**config.mk**
```make
export PLATFORM = sky130hd
export DESIGN_NAME = ofmap_writer
export DESIGN_NICKNAME = d
export VERILOG_FILES = /design/src/rtl/ofmap_pkg.sv /design/src/rtl/skew_delay_line.sv /design/src/rtl/ofmap_writer.sv
export SDC_FILE = /design/constraint.sdc
export NUM_CORES = 1
export LEC_CHECK = 0
export ABC_AREA = 1
export CELL_PAD_IN_SITES_DETAIL_PLACEMENT = 1
export CELL_PAD_IN_SITES_GLOBAL_PLACEMENT = 1
export CORE_MARGIN = 2
export CORE_UTILIZATION = 43
export DETAILED_ROUTE_END_ITERATION = 8
export DONT_BUFFER_PORTS = 1
export PLACE_DENSITY_LB_ADDON = 0.12
export SKIP_LAST_GASP = 1
export SYNTH_ARGS = -nofsm -noshare
export SYNTH_HDL_FRONTEND = slang
export SYNTH_HIERARCHICAL = 1
export SYNTH_SLANG_ARGS = --single-unit
```
**constraint.sdc**
```tcl
create_clock -name clk -period 1.92 [get_ports clk]
set_input_delay 0.096 -clock clk [delete_from_list [all_inputs] [get_ports clk]]
set_output_delay 0.096 -clock clk [all_outputs]
set_load 0.01 [all_outputs]
```
**src/rtl/ofmap_pkg.sv**
```systemverilog
// Shared definitions for the ofmap store path: default geometry, FSM encoding
// and the column-slice position helper.
package ofmap_pkg;

    localparam int PE_SIZE_DEF    = 4;
    localparam int DATA_WIDTH_DEF = 8;
    localparam int ADDR_WIDTH_DEF = 10;

    typedef enum logic [1:0] {
        ST_IDLE = 2'd0,
        ST_RUN  = 2'd1,
        ST_DONE = 2'd2
    } state_t;

    // Column 0 lives in the most significant slice of a packed row.
    function automatic int col_lsb(input int col, input int pe_size, input int data_width);
        return data_width * (pe_size - 1 - col);
    endfunction

endpackage

```
**src/rtl/skew_delay_line.sv**
```systemverilog
// Fixed-depth shift register carrying {valid, data} for one ofmap column.
// A depth of zero collapses to a plain wire.
module skew_delay_line #(
    parameter int DEPTH = 1,
    parameter int WIDTH = 9
) (
    input  logic             clk,
    input  logic             rst,
    input  logic [WIDTH-1:0] din,
    output logic [WIDTH-1:0] dout
);

    generate
        if (DEPTH == 0) begin : g_wire
            logic unused_s;
            assign unused_s = clk ^ rst;
            assign dout     = din;
        end else begin : g_pipe
            logic [WIDTH-1:0] pipe_r [DEPTH];

            // Shift every cycle; data is captured regardless of its valid bit.
            always_ff @(posedge clk or posedge rst) begin
                if (rst) begin
                    for (int i = 0; i < DEPTH; i++) begin
                        pipe_r[i] <= '0;
                    end
                end else begin
                    pipe_r[0] <= din;
                    for (int i = 1; i < DEPTH; i++) begin
                        pipe_r[i] <= pipe_r[i-1];
                    end
                end
            end

            assign dout = pipe_r[DEPTH-1];
        end
    endgenerate

endmodule

```
**src/rtl/ofmap_writer.sv**
```systemverilog
// De-skews the diagonally drained ofmap columns into aligned rows and writes one
// packed row per cycle to the GLB at sequential addresses, one job per start.
module ofmap_writer
    import ofmap_pkg::*;
#(
    parameter int PE_SIZE    = PE_SIZE_DEF,
    parameter int DATA_WIDTH = DATA_WIDTH_DEF,
    parameter int ADDR_WIDTH = ADDR_WIDTH_DEF
) (
    input  logic                          clk,
    input  logic                          rst,
    input  logic                          start_i,
    input  logic [ADDR_WIDTH-1:0]         base_addr_i,
    input  logic [ADDR_WIDTH-1:0]         row_num_i,
    input  logic [PE_SIZE-1:0]            ofmap_valid_i,
    input  logic [DATA_WIDTH*PE_SIZE-1:0] ofmap_row_i,
    output logic                          glb_wren_o,
    output logic [ADDR_WIDTH-1:0]         glb_addr_o,
    output logic [DATA_WIDTH*PE_SIZE-1:0] glb_wdata_o,
    output logic                          busy_o,
    output logic                          done_o,
    output logic                          err_o
);

    logic [PE_SIZE-1:0]            al_valid_s;
    logic [DATA_WIDTH*PE_SIZE-1:0] al_row_s;

    // Column k waits PE_SIZE-1-k cycles so every column lines up with the last one.
    for (genvar k = 0; k < PE_SIZE; k++) begin : g_col
        localparam int LSB = col_lsb(k, PE_SIZE, DATA_WIDTH);
        logic [DATA_WIDTH:0] dout_s;

        skew_delay_line #(
            .DEPTH (PE_SIZE - 1 - k),
            .WIDTH (DATA_WIDTH + 1)
        ) u_dly (
            .clk  (clk),
            .rst  (rst),
            .din  ({ofmap_valid_i[k], ofmap_row_i[LSB +: DATA_WIDTH]}),
            .dout (dout_s)
        );

        assign al_valid_s[k]                 = dout_s[DATA_WIDTH];
        assign al_row_s[LSB +: DATA_WIDTH]   = dout_s[DATA_WIDTH-1:0];
    end

    state_t                        state_r;
    state_t                        state_n;
    logic [ADDR_WIDTH-1:0]         addr_r;
    logic [ADDR_WIDTH-1:0]         rows_r;
    logic [ADDR_WIDTH-1:0]         cnt_r;
    logic [ADDR_WIDTH-1:0]         cnt_inc_s;
    logic                          wren_r;
    logic [ADDR_WIDTH-1:0]         glb_addr_r;
    logic [DATA_WIDTH*PE_SIZE-1:0] wdata_r;
    logic                          busy_r;
    logic                          done_r;
    logic                          err_r;

    logic al_valid_s0;
    logic skew_err_s;
    logic wr_s;
    logic load_s;
    logic last_s;
    logic err_set_s;

    assign al_valid_s0 = al_valid_s[0];
    assign skew_err_s  = (|al_valid_s) && !(&al_valid_s);
    assign cnt_inc_s   = cnt_r + ADDR_WIDTH'(1);

    // State register.
    always_ff @(posedge clk or posedge rst) begin
        if (rst) begin
            state_r <= ST_IDLE;
        end else begin
            state_r <= state_n;
        end
    end

    // Next-state logic.
    always_comb begin
        state_n = state_r;
        case (state_r)
            ST_IDLE: begin
                if (load_s) begin
                    state_n = (row_num_i == '0) ? ST_DONE : ST_RUN;
                end else begin
                    state_n = ST_IDLE;
                end
            end
            ST_RUN: begin
                if (last_s) begin
                    state_n = ST_DONE;
                end else begin
                    state_n = ST_RUN;
                end
            end
            ST_DONE: state_n = ST_IDLE;
            default: state_n = ST_IDLE;
        endcase
    end

    // Per-state control strobes; rows arriving outside RUN are flagged and dropped.
    always_comb begin
        wr_s   = 1'b0;
        load_s = 1'b0;
        case (state_r)
            ST_IDLE: load_s = start_i;
            ST_RUN:  wr_s   = al_valid_s0;
            ST_DONE: wr_s   = 1'b0;
            default: wr_s   = 1'b0;
        endcase
        last_s    = wr_s && (cnt_inc_s == rows_r);
        err_set_s = skew_err_s || (al_valid_s0 && (state_r != ST_RUN));
    end

    // Job bookkeeping and registered GLB/status outputs.
    always_ff @(posedge clk or posedge rst) begin
        if (rst) begin
            addr_r     <= '0;
            rows_r     <= '0;
            cnt_r      <= '0;
            wren_r     <= 1'b0;
            glb_addr_r <= '0;
            wdata_r    <= '0;
            busy_r     <= 1'b0;
            done_r     <= 1'b0;
            err_r      <= 1'b0;
        end else begin
            wren_r <= wr_s;
            if (load_s) begin
                addr_r <= base_addr_i;
                rows_r <= row_num_i;
                cnt_r  <= '0;
            end else if (wr_s) begin
                glb_addr_r <= addr_r;
                wdata_r    <= al_row_s;
                addr_r     <= addr_r + ADDR_WIDTH'(1);
                cnt_r      <= cnt_inc_s;
            end
            if (err_set_s) begin
                err_r <= 1'b1;
            end
            busy_r <= (state_n != ST_IDLE);
            done_r <= (state_r == ST_DONE);
        end
    end

    assign glb_wren_o  = wren_r;
    assign glb_addr_o  = glb_addr_r;
    assign glb_wdata_o = wdata_r;
    assign busy_o      = busy_r;
    assign done_o      = done_r;
    assign err_o       = err_r;

endmodule
```
# ---- Word level (Yosys, flattened, before mapping)
# Index checks and enable logic that the tools add are counted.
# Widths: inputs -> output; s select.
dict set report op_classes {
  addsub 2
  eq_ne 4
  n_mux 10
  bitwise_logic 1
  n_reduce_logical 12
}
# cell n
set ops {}
lappend ops {{$mux 10} 4}
lappend ops {{$add 10x1->10 const B} 2}
lappend ops {{$eq 10x10->1} 1}
lappend ops {{$logic_not 10->1} 1}
lappend ops {{$mux 2} 3}
lappend ops {{$pmux 2 s2} 1}
lappend ops {{$reduce_and 4->1} 1}
lappend ops {{$reduce_bool 2->1} 2}
lappend ops {{$reduce_or 4->1} 1}
lappend ops {{$logic_and 1x1->1} 3}
lappend ops {{$eq 2x1->1 const B} 1}
lappend ops {{$eq 2x2->1 const B} 1}
lappend ops {{$logic_not 2->1} 1}
lappend ops {{$mux 1} 2}
lappend ops {{$ne 2x1->1 const B} 1}
lappend ops {{$reduce_and 2->1} 1}
lappend ops {{$logic_not 1->1} 1}
lappend ops {{$logic_or 1x1->1} 1}
lappend ops {{$not 1->1} 1}
dict set report totals {
  regBits 132
}

# ---- Logic depth before layout (Yosys ltp)
dict set report depth {
  ltp_word 6
  depth_mapped 12
}

# ---- Modules after synthesis
# The synthesis kept the hierarchy.
# mod instances cells_each area_per_inst_um2 seq_area_each_um2
set by_module_without_submodules {}
lappend by_module_without_submodules {ofmap_writer 1 439 3567.2 1951.9}
lappend by_module_without_submodules {{skew_delay_line at g_col[0].u_dly} 1 37 747.0 675.6}
lappend by_module_without_submodules {{skew_delay_line at g_col[1].u_dly} 1 28 521.8 450.4}
lappend by_module_without_submodules {{skew_delay_line at g_col[2].u_dly} 1 10 229.0 225.2}
lappend by_module_without_submodules {{skew_delay_line at g_col[3].u_dly} 1 9 67.6 0.0}

# ---- Worst setup path after synthesis
# No wires, ideal clock.
dict set report synth_timing {
  path_type {register to register}
  startpoint {register cnt_r[0]}
  endpoint {register state_r[0]}
  setup_time_ps 120
  t_arrival_ps 1373
  required_ps 1800
  setup_slack_ps 427
  path_stages_with_launch 10
  n_path_buf 0
  path_cell_list {dfrtp_1 ha_1 xnor2_1 nand3_1 nor2_1 nand3_1 nor2_1 nand4_1 nand2_1 nand2_1}
}
dict set report synth_between {
  elab_chain_len 5
}
# element line
set synth_lines {}
lappend synth_lines {{start, declared} ofmap_writer.sv:51} ;# logic [ADDR_WIDTH-1:0] cnt_r;
lappend synth_lines {{start signal, assigned} ofmap_writer.sv:139} ;# cnt_r <= cnt_inc_s;
lappend synth_lines {{$add 10x1->10} ofmap_writer.sv:69} ;# assign cnt_inc_s = cnt_r + ADDR_WIDTH'(1);
lappend synth_lines {{$eq 10x10->1} ofmap_writer.sv:113} ;# last_s = wr_s && (cnt_inc_s == rows_r);
lappend synth_lines {{$logic_and 1x1->1} ofmap_writer.sv:113}
lappend synth_lines {{$mux 2} ofmap_writer.sv:92} ;# if (last_s) begin
lappend synth_lines {{$pmux 2 s2} ofmap_writer.sv:83} ;# case (state_r)
lappend synth_lines {{via state_n[0]} ofmap_writer.sv:48} ;# state_t state_n;
lappend synth_lines {{end signal, assigned} ofmap_writer.sv:76} ;# state_r <= state_n;
lappend synth_lines {{end, declared} ofmap_writer.sv:47} ;# state_t state_r;
# The timed path passes the listed nets, and every way through them passes these cells.
# A chain may end at the register's enable or synchronous reset.

# ---- Worst setup path after layout
# Same ends and word-level chain as after synthesis.

==> metrics.log <==
[metrics] outcome: finished, violations left
[metrics] violated checks: DRC
[metrics] area overhead of the layout relative to synthesis: 23.7%
[metrics] die area: 12,800 µm²
[metrics] initial antenna violation count: 0
[metrics] count of max-cap constraint violations: 0
[metrics] largest fanout of any net on the critical path: 4
[metrics] post-synthesis net count: 584
[metrics] buffers added on ports: 0
[metrics] cell at the slowest stage of the critical path: dfrtp_1
[metrics] area of the core region: 11,500 µm²
[metrics] number of nets in the layout: 629
[metrics] number of antenna diodes: 0
[metrics] delay of the slowest cell on the worst path: 0.41 ns
[metrics] largest clock skew in the final design: 0.00792 ns
[metrics] hold violation total from the final report: 0
[metrics] via count: 3,594
[metrics] arrival time at the worst endpoint: 2.04 ns
[metrics] Detail Route Antenna Nets: 0
[metrics] final weighted congestion in routability-driven placement: 0.855
[metrics] Die H: 113 µm
[metrics] Setup Crit Path Kind: reg -> reg
[metrics] # Post-CTS Setup Buffers: 0
[metrics] largest family of logic cells by synthesized area: simple AND/OR/NAND/NOR gates
[metrics] top routing layer in use: met4
[metrics] post-route standard cell area excluding fillers: 6350 µm²
[metrics] clock tree root driver cell: clkbuf_16
[metrics] post-synthesis instance total: 523
[metrics] Final period util: 90.8%
[metrics] wire length of the first global-routing pass: 20,300 µm
[metrics] average footprint of a synthesized cell: 9.81 µm²
[metrics] worst IR drop on VDD: 1.10 mV
[metrics] share of synthesized cell area in full adder, half adder and majority cells: 0.488%
[metrics] share of synthesized cell area in and, or, nand and nor gates: 21.2%
[metrics] detailed route wirelength on metal3: 662 µm
[metrics] class of the worst hold path: in -> reg
[metrics] maximum clock frequency: 0.573 GHz
[metrics] DR WL met2: 6410 µm
[metrics] clock tree from TritonCTS: yes
[metrics] critical path, cell by cell: ha_1 -> xnor2_1 -> nand3_1 -> nor2_1 -> nand3_1 -> nor2_1 -> nand4_1 -> nand2_1 -> nand2_1
[metrics] Synth Area in XOR/XNOR: 0.512%
[metrics] endpoint type of the worst setup path: register
[metrics] share of the synthesized area in compound gates (AO/OA/AOI/OAI): 5.10%
[metrics] share of layout cells above drive strength 1: 9.66%
[metrics] total power after layout: 9.36 mW
[metrics] number of resized instances in the post-cts repair step: 0
[metrics] worst-case register-to-register setup slack: 0.18 ns
[metrics] H-tree depth: 4
[metrics] count of unique library cells instantiated by Yosys: 32
[metrics] overall routed net length: 12,200 µm
[metrics] share of flip-flops with an asynchronous set or reset: 100%
[metrics] largest net degree at the start of global routing: 61
[metrics] # clock sinks: 132
[metrics] Die Wd: 113 µm
[metrics] mux share of post-synthesis cell area: 0%
[metrics] required time reported for the critical path endpoint: 2.22 ns
[metrics] LEAKAGE: 3.04 nW
[metrics] number of warnings printed during yosys synthesis: 6
[metrics] clock buffers created by TritonCTS: 17
[metrics] via count of the first global-routing pass: 4,031
[metrics] Worst Setup Start Kind: register
[metrics] number of DRC markers in iteration 0: 134
[metrics] remaining design rule violation count: 3
[metrics] Met1 Routed Length: 4880 µm
[metrics] post-placement cell area: 5150 µm²
[metrics] length of the first detailed-routing pass in iterations: 6
[metrics] count of state elements after synthesis: 132
[metrics] number of flops mapped to enable cells by yosys: 0
[metrics] max-slew violations: 0
[metrics] Detail Placement HPWL: 7540 µm
[metrics] later-pin clock latency in the skew report: 0.42 ns
[metrics] ratio of total power to cell area: 1470 nW/µm²
[metrics] RSZ-0062 raised after global routing: no
[metrics] total track usage: 21.0%
[metrics] clock transition at the register clock pins on the worst setup and hold paths after CTS: 0.06 ns
[metrics] average wire per cell in the routed design: 16.9 µm
[metrics] number of top-level design ports: 105
[metrics] final setup violation count: 0
[metrics] effective utilization at floorplan: 44.6%
[metrics] Util after Layout: 55.1%
[metrics] total negative slack for setup checks: 0 ns
[metrics] Mapped Area: 5130 µm²
[metrics] Slew @ Worst Pin: 0.649 ns
[metrics] Longest Clk Path Bufs: 2
[metrics] final critical delay including setup and external delays: 1.74 ns
[metrics] Fill cells: 1,230
[metrics] leading register cell type out of synthesis: dfrtp_1
[metrics] Overflow after GRT: 0
[metrics] floorplan row count: 39
[metrics] via/cell ratio: 4.97
[metrics] Max transition margin: 56.7%
[metrics] fraction of the yosys area taken by sequential cells: 64.4%
where the power goes:
part	internal, mW	switching (mW)	total, mW
Sequential	3.48	0.729	4.21
Combinational	0.676	1.07	1.75
Clock	2.20	1.20	3.41
critical path: cells and delay by family, from the launching register on:
| family | cells | cell delay [ns] |
|---|---|---|
| and+or+nand+nor | 7 | 0.68 |
| DFF | 1 | 0.41 |
| adders and majority gates | 1 | 0.35 |
| xor gates and xnor gates | 1 | 0.19 |
placed cells by master, fill, tap and decap left out:
cell	n
xnor2_1	2
xor2_1	1
clkbuf_1	1
nand4_1	5
buf_12	2
dfrtp_1	132
nand3_1	26
o21ai_1	1
nor4_1	4
a22o_1	1
bufinv_16	4
nand3b_1	4
nand2_1	190
clkinv_2	2
o21bai_1	2
clkinv_4	3
buf_4	8
o211ai_1	2
clkbuf_8	1
inv_2	3
a21oi_1	4
o21a_1	1
clkbuf_16	17
clkinv_1	1
inv_1	37
o31ai_1	1
nor3_1	2
nand2_2	7
clkinvlp_4	3
nor2_1	15
ha_1	2
nand3_2	1
dlygate4sd3_1	58
o22ai_1	6
inv_6	1
o21ai_0	22
nor2_2	1
nor2_4	3
o221ai_1	4
routing by layer:
metal  up-vias  track usage, %
met5         -               0
met4         0            8.86
met3        18            7.50
met2        75            36.3
met1      1783            23.6
li1       1718               -
metrics by stage:
step                setup WS (ns)  cells  hold WS [ns]
finish                      0.176    723        0.0249
floorplan                   0.427    523       -0.0761
global placement            0.315    634       -0.0127
global route              0.00749    723        0.0319
detailed placement          0.217    634       -0.0151
CTS                         0.189    723       0.00189
path summary, 6_finish.rpt:
check | from | end | cells after the start
worst min register to register | g_col[0].u_dly/g_pipe.pipe_r[15] | g_col[0].u_dly/dout[6] | 0
worst max register to register | cnt_r[0] | state_r[0] | 9
min in group asynchronous | rst | g_col[2].u_dly/dout[2] | 2
worst max-delay path | cnt_r[0] | state_r[0] | 9
worst min-delay path | start_i | busy_o | 2
max in group asynchronous | rst | rows_r[4] | 3
Yosys cell counts, types with 5 or more instances:
library cell / instances / area [µm²]
clkbuf_1: 12 / 45.0
nor2_1: 15 / 56.3
nand3_1: 26 / 130
nand4_1: 5 / 31.3
o22ai_1: 6 / 37.5
nand2_1: 190 / 713
inv_1: 38 / 143
dfrtp_1: 132 / 3300
nand2_2: 7 / 43.8
buf_4: 27 / 203
o21ai_0: 22 / 110
area by class of cell:
type | count | area [µm²] | share of cell area, %
inverters | 42 | 161 | 2.54
clock inverters | 12 | 180 | 2.84
clock buffers | 19 | 443 | 6.98
flip-flops and latches | 132 | 3300 | 52.0
repair buffers | 68 | 681 | 10.7
well taps | 143 | 179 | 2.82
multi-input cells | 307 | 1400 | 22.1
kinds of logic (layout without fill, tap and decap cells):
| kind of cell | after synthesis | count (layout) |
|---|---|---|
| AND/OR/NAND/NOR | 258 | 258 |
| flip-flops | 132 | 132 |
| buffers and inverters | 84 | 141 |
| AO/OA/AOI/OAI | 44 | 44 |
| XOR/XNOR | 3 | 3 |
| adder cells (fa/ha/maj) | 2 | 2 |
flip-flops by register name (all words and copies together) (netlist names):
name / cells
g_col.u_dly/dout: 27
busy_o: 1
g_col.u_dly/g_pipe.pipe_r: 27
done_o: 1
state_r: 2
cnt_r: 10
err_o: 1
glb_wren_o: 1
addr_r: 10
glb_wdata_o: 32
glb_addr_o: 10
rows_r: 10
timing repair:
item | CTS | global route
setup endpoints to repair | 0 | 0
hold endpoints to repair | 134 | 0
hold buffers | 58 | 0
(Power assumes the default switching activity.)
